==> src/rtl/mii_tx_framer.sv <==
// Transmit-side MII framer: byte stream in, nibble-wide Ethernet frame out
// (preamble/SFD, payload, zero pad, CRC32 FCS, inter-packet gap).
module mii_tx_framer #(
  parameter int MIN_PAYLOAD = 60,
  parameter int MAX_PAYLOAD = 1514,
  parameter int IPG_CYCLES  = 24
) (
  input  logic       clk,
  input  logic       reset,
  input  logic [7:0] in_data,
  input  logic       in_valid,
  input  logic       in_last,
  output logic       in_ready,
  output logic [3:0] txd,
  output logic       txen,
  output logic       txer,
  output logic       busy,
  output logic       frame_done,
  output logic       frame_err
);

  typedef enum logic [2:0] {
    IDLE, PREAMBLE, PAYLOAD, PAD, FCS, ABORT, DRAIN, IPG
  } state_t;

  localparam logic [15:0] MIN_CNT  = 16'(MIN_PAYLOAD);
  localparam logic [15:0] MAX_CNT  = 16'(MAX_PAYLOAD);
  localparam logic [15:0] IPG_LAST = 16'(IPG_CYCLES - 1);
  localparam state_t      POST_FRAME = (IPG_CYCLES == 0) ? IDLE : IPG;

  state_t      state, state_nx;
  logic [15:0] cnt, cnt_nx;
  logic [15:0] byte_cnt, byte_cnt_nx;
  logic        hi, hi_nx;
  logic [7:0]  data_q, data_nx;
  logic        last_q, last_nx;
  logic [31:0] crc, crc_nx;

  logic [3:0]  txd_nx;
  logic        txen_nx, txer_nx, in_ready_nx, busy_nx, done_nx, err_nx;

  function automatic logic [31:0] crc_nib(input logic [31:0] c, input logic [3:0] d);
    logic [31:0] r;
    r = c ^ {28'd0, d};
    for (int unsigned i = 0; i < 4; i++)
      r = r[0] ? ((r >> 1) ^ 32'hEDB8_8320) : (r >> 1);
    return r;
  endfunction

  always_ff @(posedge clk or posedge reset) begin
    if (reset) begin
      state      <= IDLE;
      cnt        <= '0;
      byte_cnt   <= '0;
      hi         <= 1'b0;
      data_q     <= '0;
      last_q     <= 1'b0;
      crc        <= '1;
      txd        <= '0;
      txen       <= 1'b0;
      txer       <= 1'b0;
      in_ready   <= 1'b0;
      busy       <= 1'b0;
      frame_done <= 1'b0;
      frame_err  <= 1'b0;
    end else begin
      state      <= state_nx;
      cnt        <= cnt_nx;
      byte_cnt   <= byte_cnt_nx;
      hi         <= hi_nx;
      data_q     <= data_nx;
      last_q     <= last_nx;
      crc        <= crc_nx;
      txd        <= txd_nx;
      txen       <= txen_nx;
      txer       <= txer_nx;
      in_ready   <= in_ready_nx;
      busy       <= busy_nx;
      frame_done <= done_nx;
      frame_err  <= err_nx;
    end
  end

  always_comb begin
    state_nx    = state;
    cnt_nx      = cnt;
    byte_cnt_nx = byte_cnt;
    hi_nx       = hi;
    data_nx     = data_q;
    last_nx     = last_q;
    crc_nx      = crc;
    done_nx     = 1'b0;
    err_nx      = 1'b0;

    unique case (state)
      IDLE: begin
        if (in_valid) begin
          state_nx    = PREAMBLE;
          cnt_nx      = '0;
          byte_cnt_nx = '0;
          hi_nx       = 1'b0;
          last_nx     = 1'b0;
          crc_nx      = '1;
        end
      end

      PREAMBLE: begin
        if (cnt == 16'd15) begin
          if (in_valid) begin
            state_nx    = PAYLOAD;
            data_nx     = in_data;
            last_nx     = in_last;
            byte_cnt_nx = 16'd1;
            hi_nx       = 1'b0;
          end else begin
            state_nx = ABORT;
            cnt_nx   = '0;
            err_nx   = 1'b1;
          end
        end else begin
          cnt_nx = cnt + 16'd1;
        end
      end

      PAYLOAD: begin
        if (!hi) begin
          crc_nx = crc_nib(crc, data_q[3:0]);
          hi_nx  = 1'b1;
        end else begin
          crc_nx = crc_nib(crc, data_q[7:4]);
          hi_nx  = 1'b0;
          // in_ready was high this cycle only on the final branch below
          if (last_q) begin
            cnt_nx   = '0;
            state_nx = (byte_cnt < MIN_CNT) ? PAD : FCS;
          end else if (byte_cnt == MAX_CNT || !in_valid) begin
            state_nx = ABORT;
            cnt_nx   = '0;
            err_nx   = 1'b1;
          end else begin
            data_nx     = in_data;
            last_nx     = in_last;
            byte_cnt_nx = byte_cnt + 16'd1;
          end
        end
      end

      PAD: begin
        crc_nx = crc_nib(crc, 4'h0);
        hi_nx  = !hi;
        if (hi) begin
          byte_cnt_nx = byte_cnt + 16'd1;
          if (byte_cnt + 16'd1 >= MIN_CNT) begin
            state_nx = FCS;
            cnt_nx   = '0;
          end
        end
      end

      FCS: begin
        crc_nx = {4'h0, crc[31:4]};
        if (cnt == 16'd7) begin
          state_nx = POST_FRAME;
          cnt_nx   = '0;
          done_nx  = 1'b1;
        end else begin
          cnt_nx = cnt + 16'd1;
        end
      end

      ABORT: begin
        if (cnt == 16'd1) begin
          state_nx = last_q ? POST_FRAME : DRAIN;
          cnt_nx   = '0;
        end else begin
          cnt_nx = cnt + 16'd1;
        end
      end

      DRAIN: begin
        if (in_valid && in_last) begin
          state_nx = POST_FRAME;
          cnt_nx   = '0;
        end
      end

      IPG: begin
        if (cnt == IPG_LAST) state_nx = IDLE;
        else                 cnt_nx   = cnt + 16'd1;
      end

      default: state_nx = IDLE;
    endcase
  end

  // Outputs are decoded from the next-state values so they are registered
  // yet line up with the state occupying the following cycle.
  always_comb begin
    txd_nx      = '0;
    in_ready_nx = 1'b0;
    txen_nx     = 1'b0;
    txer_nx     = (state_nx == ABORT);
    busy_nx     = (state_nx != IDLE);

    unique case (state_nx)
      PREAMBLE: begin
        txen_nx     = 1'b1;
        txd_nx      = (cnt_nx == 16'd15) ? 4'hD : 4'h5;
        in_ready_nx = (cnt_nx == 16'd15);
      end
      PAYLOAD: begin
        txen_nx     = 1'b1;
        txd_nx      = hi_nx ? data_nx[7:4] : data_nx[3:0];
        in_ready_nx = hi_nx && !last_nx && (byte_cnt_nx != MAX_CNT);
      end
      PAD: txen_nx = 1'b1;
      FCS: begin
        txen_nx = 1'b1;
        txd_nx  = ~crc_nx[3:0];
      end
      ABORT: txen_nx = 1'b1;
      DRAIN: in_ready_nx = 1'b1;
      default: ;
    endcase
  end

endmodule

==> config.mk <==
export PLATFORM = sky130hd
export DESIGN_NAME = mii_tx_framer
export DESIGN_NICKNAME = d
export VERILOG_FILES = /design/src/rtl/mii_tx_framer.sv
export SDC_FILE = /design/constraint.sdc
export NUM_CORES = 1
export LEC_CHECK = 0
export ABC_AREA = 1
export BUFFER_PORTS_ARGS = -buffer_cell sky130_fd_sc_hd__clkbuf_2
export CORE_MARGIN = 2
export CORE_UTILIZATION = 45
export CTS_BUF_LIST = sky130_fd_sc_hd__clkbuf_8
export DETAILED_ROUTE_END_ITERATION = 8
export GPL_TIMING_DRIVEN = 0
export PLACE_DENSITY = 0.57
export SETUP_SLACK_MARGIN = 0.15
export SYNTH_ARGS = -nofsm -noshare
export SYNTH_HDL_FRONTEND = slang
export SYNTH_SLANG_ARGS = --single-unit
==> constraint.sdc <==
create_clock -name clk -period 2.9 [get_ports clk]
set_input_delay 0.145 -clock clk [delete_from_list [all_inputs] [get_ports clk]]
set_output_delay 0.145 -clock clk [all_outputs]
set_load 0.02 [all_outputs]
Yosys cells after proc, flatten, opt, wreduce, memory -nomap -nowiden --
Index checks and enable logic that the tools add are counted.
Cells by class: add/sub/neg operators 2, order comparisons 2, equal/unequal tests 21, muxes and demuxes 81, bitwise gates (word level) 15, reductions and logical operators 12
Operator list (number):
- 32-bit 2-to-1 mux | 14
- 16-bit 2-to-1 mux | 19
- 13-bit NOT with 14-bit output | 12
- 16-bit one-hot mux with 8 select lines | 1
- 32-bit one-hot mux with 4 select lines | 1
- 16-bit one-hot mux with 4 select lines | 1
- 32-bit by 4-bit bitwise XOR with 32-bit output | 2
- 8-bit 2-to-1 mux | 5
- 3-bit 2-to-1 mux | 13
- 16-bit by 1-bit adder with 16-bit output (second input constant) | 2
- 16-bit by 4-bit equality test with 1-bit output (second input constant) | 2
- 3-bit one-hot mux with 8 select lines | 1
- 3-bit equality test (second input constant) | 7
- 1-bit 2-to-1 mux | 18
- 16-bit by 1-bit equality test with 1-bit output (second input constant) | 1
- 16-bit by 11-bit equality test with 1-bit output (second input constant) | 1
- 16-bit by 3-bit equality test with 1-bit output (second input constant) | 1
- 16-bit by 5-bit equality test with 1-bit output (second input constant) | 1
- 16-bit by 6-bit >= comparator with 1-bit output (second input constant) | 1
- 16-bit by 6-bit less-than comparator with 1-bit output (second input constant) | 1
- 16-bit by 11-bit inequality test with 1-bit output (second input constant) | 1
- 8-bit one-hot mux with 2 select lines | 1
- 3-bit by 2-bit equality test with 1-bit output (second input constant) | 4
- 4-bit one-hot mux with 3 select lines | 1
- 15 further kinds | 22
Storage, ports and cells: register bits after elaboration 87, input port bits 12, output and inout port bits 10, word-level logic and storage cells 148

Longest topological paths before layout --
depth in word-level cells 13, mapped depth 21, depth with buffers taken out 21

Worst setup path after synthesis --
No wires, ideal clock.
path kind register to register, start register byte_cnt[0], end register txd[3], setup time 0.065 ns, arrival time 2.217 ns, data required time 2.835 ns, setup slack 0.618 ns, cell stages (with the launch flop) 20, path buffers 0, clock period less this slack 2.282 ns, cell sequence dfrtp_1 ha_1 inv_1 nor2_2 nand2_1 nand2_1 nand2_1 inv_2 nand3_1 nor2_1 nand3_2 nand2_4 nand2_8 nand2_8 nand2_1 a21oi_2 nand3_1 nor2_1 nand3_1 nand2_1
On the way: longest elaborated chain between the ends 9, elaborated cells between the ends (all ways) 29, classes of those cells add/sub (1); order compare (2); eq/ne (5); mux (20); reduce/logical (1)
Ends and longest elaborated chain:
- start: declaration | RTL line 33 | logic [15:0] byte_cnt, byte_cnt_nx;
- start signal: assignment | RTL line 69 | byte_cnt <= byte_cnt_nx;
- branches (longest 5 deep; another with 16-bit by 1-bit adder with 16-bit output)
- 16-bit one-hot mux with 8 select lines * | RTL line 95 | unique case (state)
- via cnt_nx[2] | RTL line 32 | logic [15:0] cnt, cnt_nx;
- 16-bit by 4-bit equality test with 1-bit output * | RTL line 208 | txd_nx = (cnt_nx == 16'd15) ? 4'hD : 4'h5;
- 4-bit 2-to-1 mux * | RTL line 208
- 4-bit one-hot mux with 3 select lines * | RTL line 205 | unique case (state_nx)
- via txd_nx[3] | RTL line 39 | logic [3:0] txd_nx;
- end signal: assignment | RTL line 74 | txd <= txd_nx;
- end: declaration | RTL line 14 | output logic [3:0] txd,
Mark *: on every way through the listed nets, which the timed path passes. A chain may end at the register's enable or synchronous reset.

Worst setup path in the final report --
start register cnt[0], end register in_ready
On the way: longest elaborated chain between the ends 7, elaborated cells between the ends (all ways) 38, classes of those cells add/sub (1); eq/ne (9); mux (25); reduce/logical (3)
Ends and longest elaborated chain:
- start: declaration | RTL line 32
- start signal: assignment | RTL line 68 | cnt <= cnt_nx;
- branches (longest 6 deep; another with 16-bit by 1-bit adder with 16-bit output)
- 1-bit one-hot mux with 3 select lines * | RTL line 205
- via in_ready_nx | RTL line 40 | logic txen_nx, txer_nx, in_ready_nx, busy_nx, done_nx, err_nx;
- end signal: assignment | RTL line 77 | in_ready <= in_ready_nx;
- end: declaration | RTL line 13 | output logic in_ready,
Marked as above.

==> metrics.md <==
| Metric | Value |
|---|---|
| Status | completed |
| Post-route ant nets | 0 |
| Die X | 129 µm |
| Met2 wire length | 9.71 mm |
| Netlist cell types | 52 |
| Flop-to-flop setup slack | 270 ps |
| Final Critical Period | 2630 ps |
| Syn Inst Count | 1,061 |
| CP cell instances | ha_4 -> nand2_1 -> nor2_4 -> inv_1 -> nor2_4 -> nand3_4 -> nand2_4 -> nand2_1 -> inv_2 -> o21ai_1 -> nand2_1 -> nand2_1 -> nand2_1 -> nand4_1 -> nor2_2 -> nand2_2 -> nand2_1 -> nand2_1 -> nand2_1 -> nand2_1 |
| Tightest Pin Transition | 926 ps |
| Critical register-to-register path endpoint | in_ready |
| Final critical-path share of the clock period | 90.8% |
| Total Die Area | 16,700 µm² |
| Post-synth EDFFs | 0 |
| Antenna fix cells | 0 |
| Flops & latches, synth | 87 |
| Commonest non-fill, non-tap cell in the layout | nand2_1 |
| Max Used Layer | met4 |
| TritonCTS clock tree | done |
| Startpoint Class | flip-flop |
| Metal1 wirelength | 10.9 mm |
| Dpl hpwl | 17.0 mm |
| Post-Syn Nets | 1,077 |
| Initial antenna violation count | 0 |
| Most used flip-flop cell after synthesis | dfrtp_1 |
| First-pass detailed-route iteration total | 6 |
| Yosys top cell area share | 19.5% |
| Max clock buf depth | 2 |
| Total Power | 2.12 mW |
| Post-synthesis sequential area ratio | 31.4% |
| Yosys warning count | 0 |
| Gr ovfl total | 0 |
| Slew Viols, Final | 0 |
| Ports | 22 |
| Final net count | 1,132 |
| DRC errors left | 0 |
| TritonCTS buffer count | 9 |
| Max-cap violation count | 0 |
| Slew headroom | 37.8% |
| Vias | 7,134 |
| Avg WL per Cell | 16.9 µm |
| Critical Path Fanout Max | 5 |
| Post-synth top area cell | dfrtp_1 |
| Row count | 45 |
| Worst Path Buf+Inv | 2 |
| Fmax | 0.380 GHz |
| Area of the multi-input gates | 4320 µm² |
| Crit path depth | 20 |
| PD cells | 262 nW/µm² |
| Top post-synthesis cells by area | dfrtp_1 (19%), nand2_1 (13%), dfstp_2 (12%) |
| Final-report hold violation count | 0 |
| H-tree depth | 3 |
| Slowest stage delay, CP | 450 ps |
| Number of fill cells in the layout | 1,590 |
| Initial Utilization | 46.3% |
| Core Box Area | 15,300 µm² |
| Largest net degree at the start of global routing | 62 |
| Crit path from | cnt[0] |
| Layout cells sized above 1 | 18.6% |
| CP Capture Point | in_ready |
| P&R area growth vs syn | 14.4% |
| Hold Crit Class | in -> reg |
| RSZ-0062 raised after global routing | true |
| GRT Util Overall | 28.2% |
| Most frequent cells in the layout | nand2_1 (239), inv_1 (149), nor2_1 (94), nand3_1 (68), a21oi_1 (64) |
| Routability Congestion | 0.927 |
| Global-route wire length before repair | 36.2 mm |
| R2R cell count | 20 |
| Final TNS setup | 0 ps |
| Vias in the first global route | 6,662 |
| Post-Syn Area per Cell | 6.66 µm² |
| Peak supply drop | 0.188 mV |
| Area of the mapped netlist | 7060 µm² |
| Clk sink count | 87 |
| Met3 WL | 1.55 mm |
| Crit Reg-Reg Startpoint | cnt[0] |
| Height of the die | 129 µm |
| Crit Path Category | reg -> reg |
| I/O Buffers | 20 |
| Via/cell ratio | 5.36 |
| Leakage Power | 3.94 nW |
| Worst EP required | 3170 ps |
| Crit. End Element | flip-flop |
| Clock transition at path regs | 100 ps |
| Worst-Skew Late Latency | 390 ps |
| Synth async-reset ratio | 100% |
| Delay-heaviest family, CP | simple AND/OR/NAND/NOR gates |
| Drt total wl | 22.5 mm |
| CP max stage cell | dfrtp_1 |
| Most frequent CP cell | nand2_1 |
| Final setup fails | 0 |
| Clock Skew | 16.6 ps |
| CTS root buffer | clkbuf_8 |
| Starting DRT DRC Count | 732 |
| Critical path arrival | 2910 ps |
| Reg area | 2230 µm² |
[per-layer routing]
layer  vias up  global-route usage (%)
met5         -                       0
li1       3586                       -
met1      3284                    42.7
met2       235                    41.8
met3        29                    3.88
met4         0                    7.93
[synth_stat cells (15+ instances only)]
library cell / count
nand2_1: 246
inv_1: 152
nor2_1: 110
nand3_1: 73
a21oi_1: 68
o21ai_0: 57
dfrtp_1: 55
xor2_1: 39
dfstp_2: 32
xnor2_1: 23
nand4_1: 21
o21ai_1: 16
clkbuf_1: 15
[flip-flops by register name, summed over array words and instances, names as in the netlist]
| name | count |
|---|---|
| busy | 1 |
| byte_cnt | 16 |
| cnt | 16 |
| crc | 32 |
| data_q | 8 |
| frame_done | 1 |
| frame_err | 1 |
| hi | 1 |
| in_ready | 1 |
| last_q | 1 |
| state | 3 |
| txd | 4 |
| txen | 1 |
| txer | 1 |
[logic make-up after synthesis]
kind of cell | count (synthesis) | share of synthesized area (%)
AOI/OAI and AO/OA | 213 | 18.1
buffers and inverters | 197 | 10.7
and+or+nand+nor | 498 | 31.4
adders and majority gates | 4 | 0.708
DFF | 87 | 31.4
xor gates and xnor gates | 62 | 7.69
[where the power goes]
group | switching [mW] | internal [mW] | leakage (nW)
Combinational | 0.0369 | 0.0177 | 2.88
Sequential | 0.00122 | 1.22 | 0.961
Clock | 0.516 | 0.330 | 0.0984
Total | 0.555 | 1.56 | 3.94
[layout make-up]
cell class              instances  area share [%]
clock buffers                   9            1.53
flip-flops and latches         87            27.5
repair buffers                 45            3.99
well taps                     211            3.27
plain buffers                  29            1.67
inverters                     167            7.82
clock inverters                 7           0.743
multi-input cells             777            53.4
[per-stage QoR]
| stage | std cells | hold WS [ps] | setup WS (ps) | cell area [µm²] | utilization (%) |
|---|---|---|---|---|---|
| after global routing | 1332 | 34.2 | 61.9 | 8080 | 53.0 |
| after detailed placement | 1293 | 141 | -113 | 7460 | 48.9 |
| after global placement | 1292 | 396 | -629 | 7430 | 48.7 |
| after floorplan | 1061 | 282 | 558 | 7060 | - |
| final | 1332 | 24.0 | 266 | 8080 | 53.0 |
| after CTS | 1318 | 6.46 | 3.05 | 7750 | 50.8 |
[repair_timing]
action,CTS,global route
hold buffers,6,0
gates resized for setup,6,67
buffers inserted,3,15
endpoints found under the hold margin,31,0
pin swaps,2,11
setup endpoints to repair,15,21
[tightest hold or removal path, cell delays in order]
cell,delay (ps)
clkbuf_2,80
nand2_1,50
o21ai_1,90
[how the worst min path moves through the flow]
stage	cells past startpoint	slack, ps	start	to
6_report	3	20	in_data[2]	data_q[2]
5_1_grt	3	30	in_data[2]	data_q[2]
4_1_cts	3	6	in_data[2]	data_q[2]
3_5_place_dp	2	140	reset	data_q[2]
3_3_place_gp	3	400	in_data[5]	data_q[5]
2_1_floorplan	2	280	in_data[5]	data_q[5]
Power figures use the tool's default switching activity.
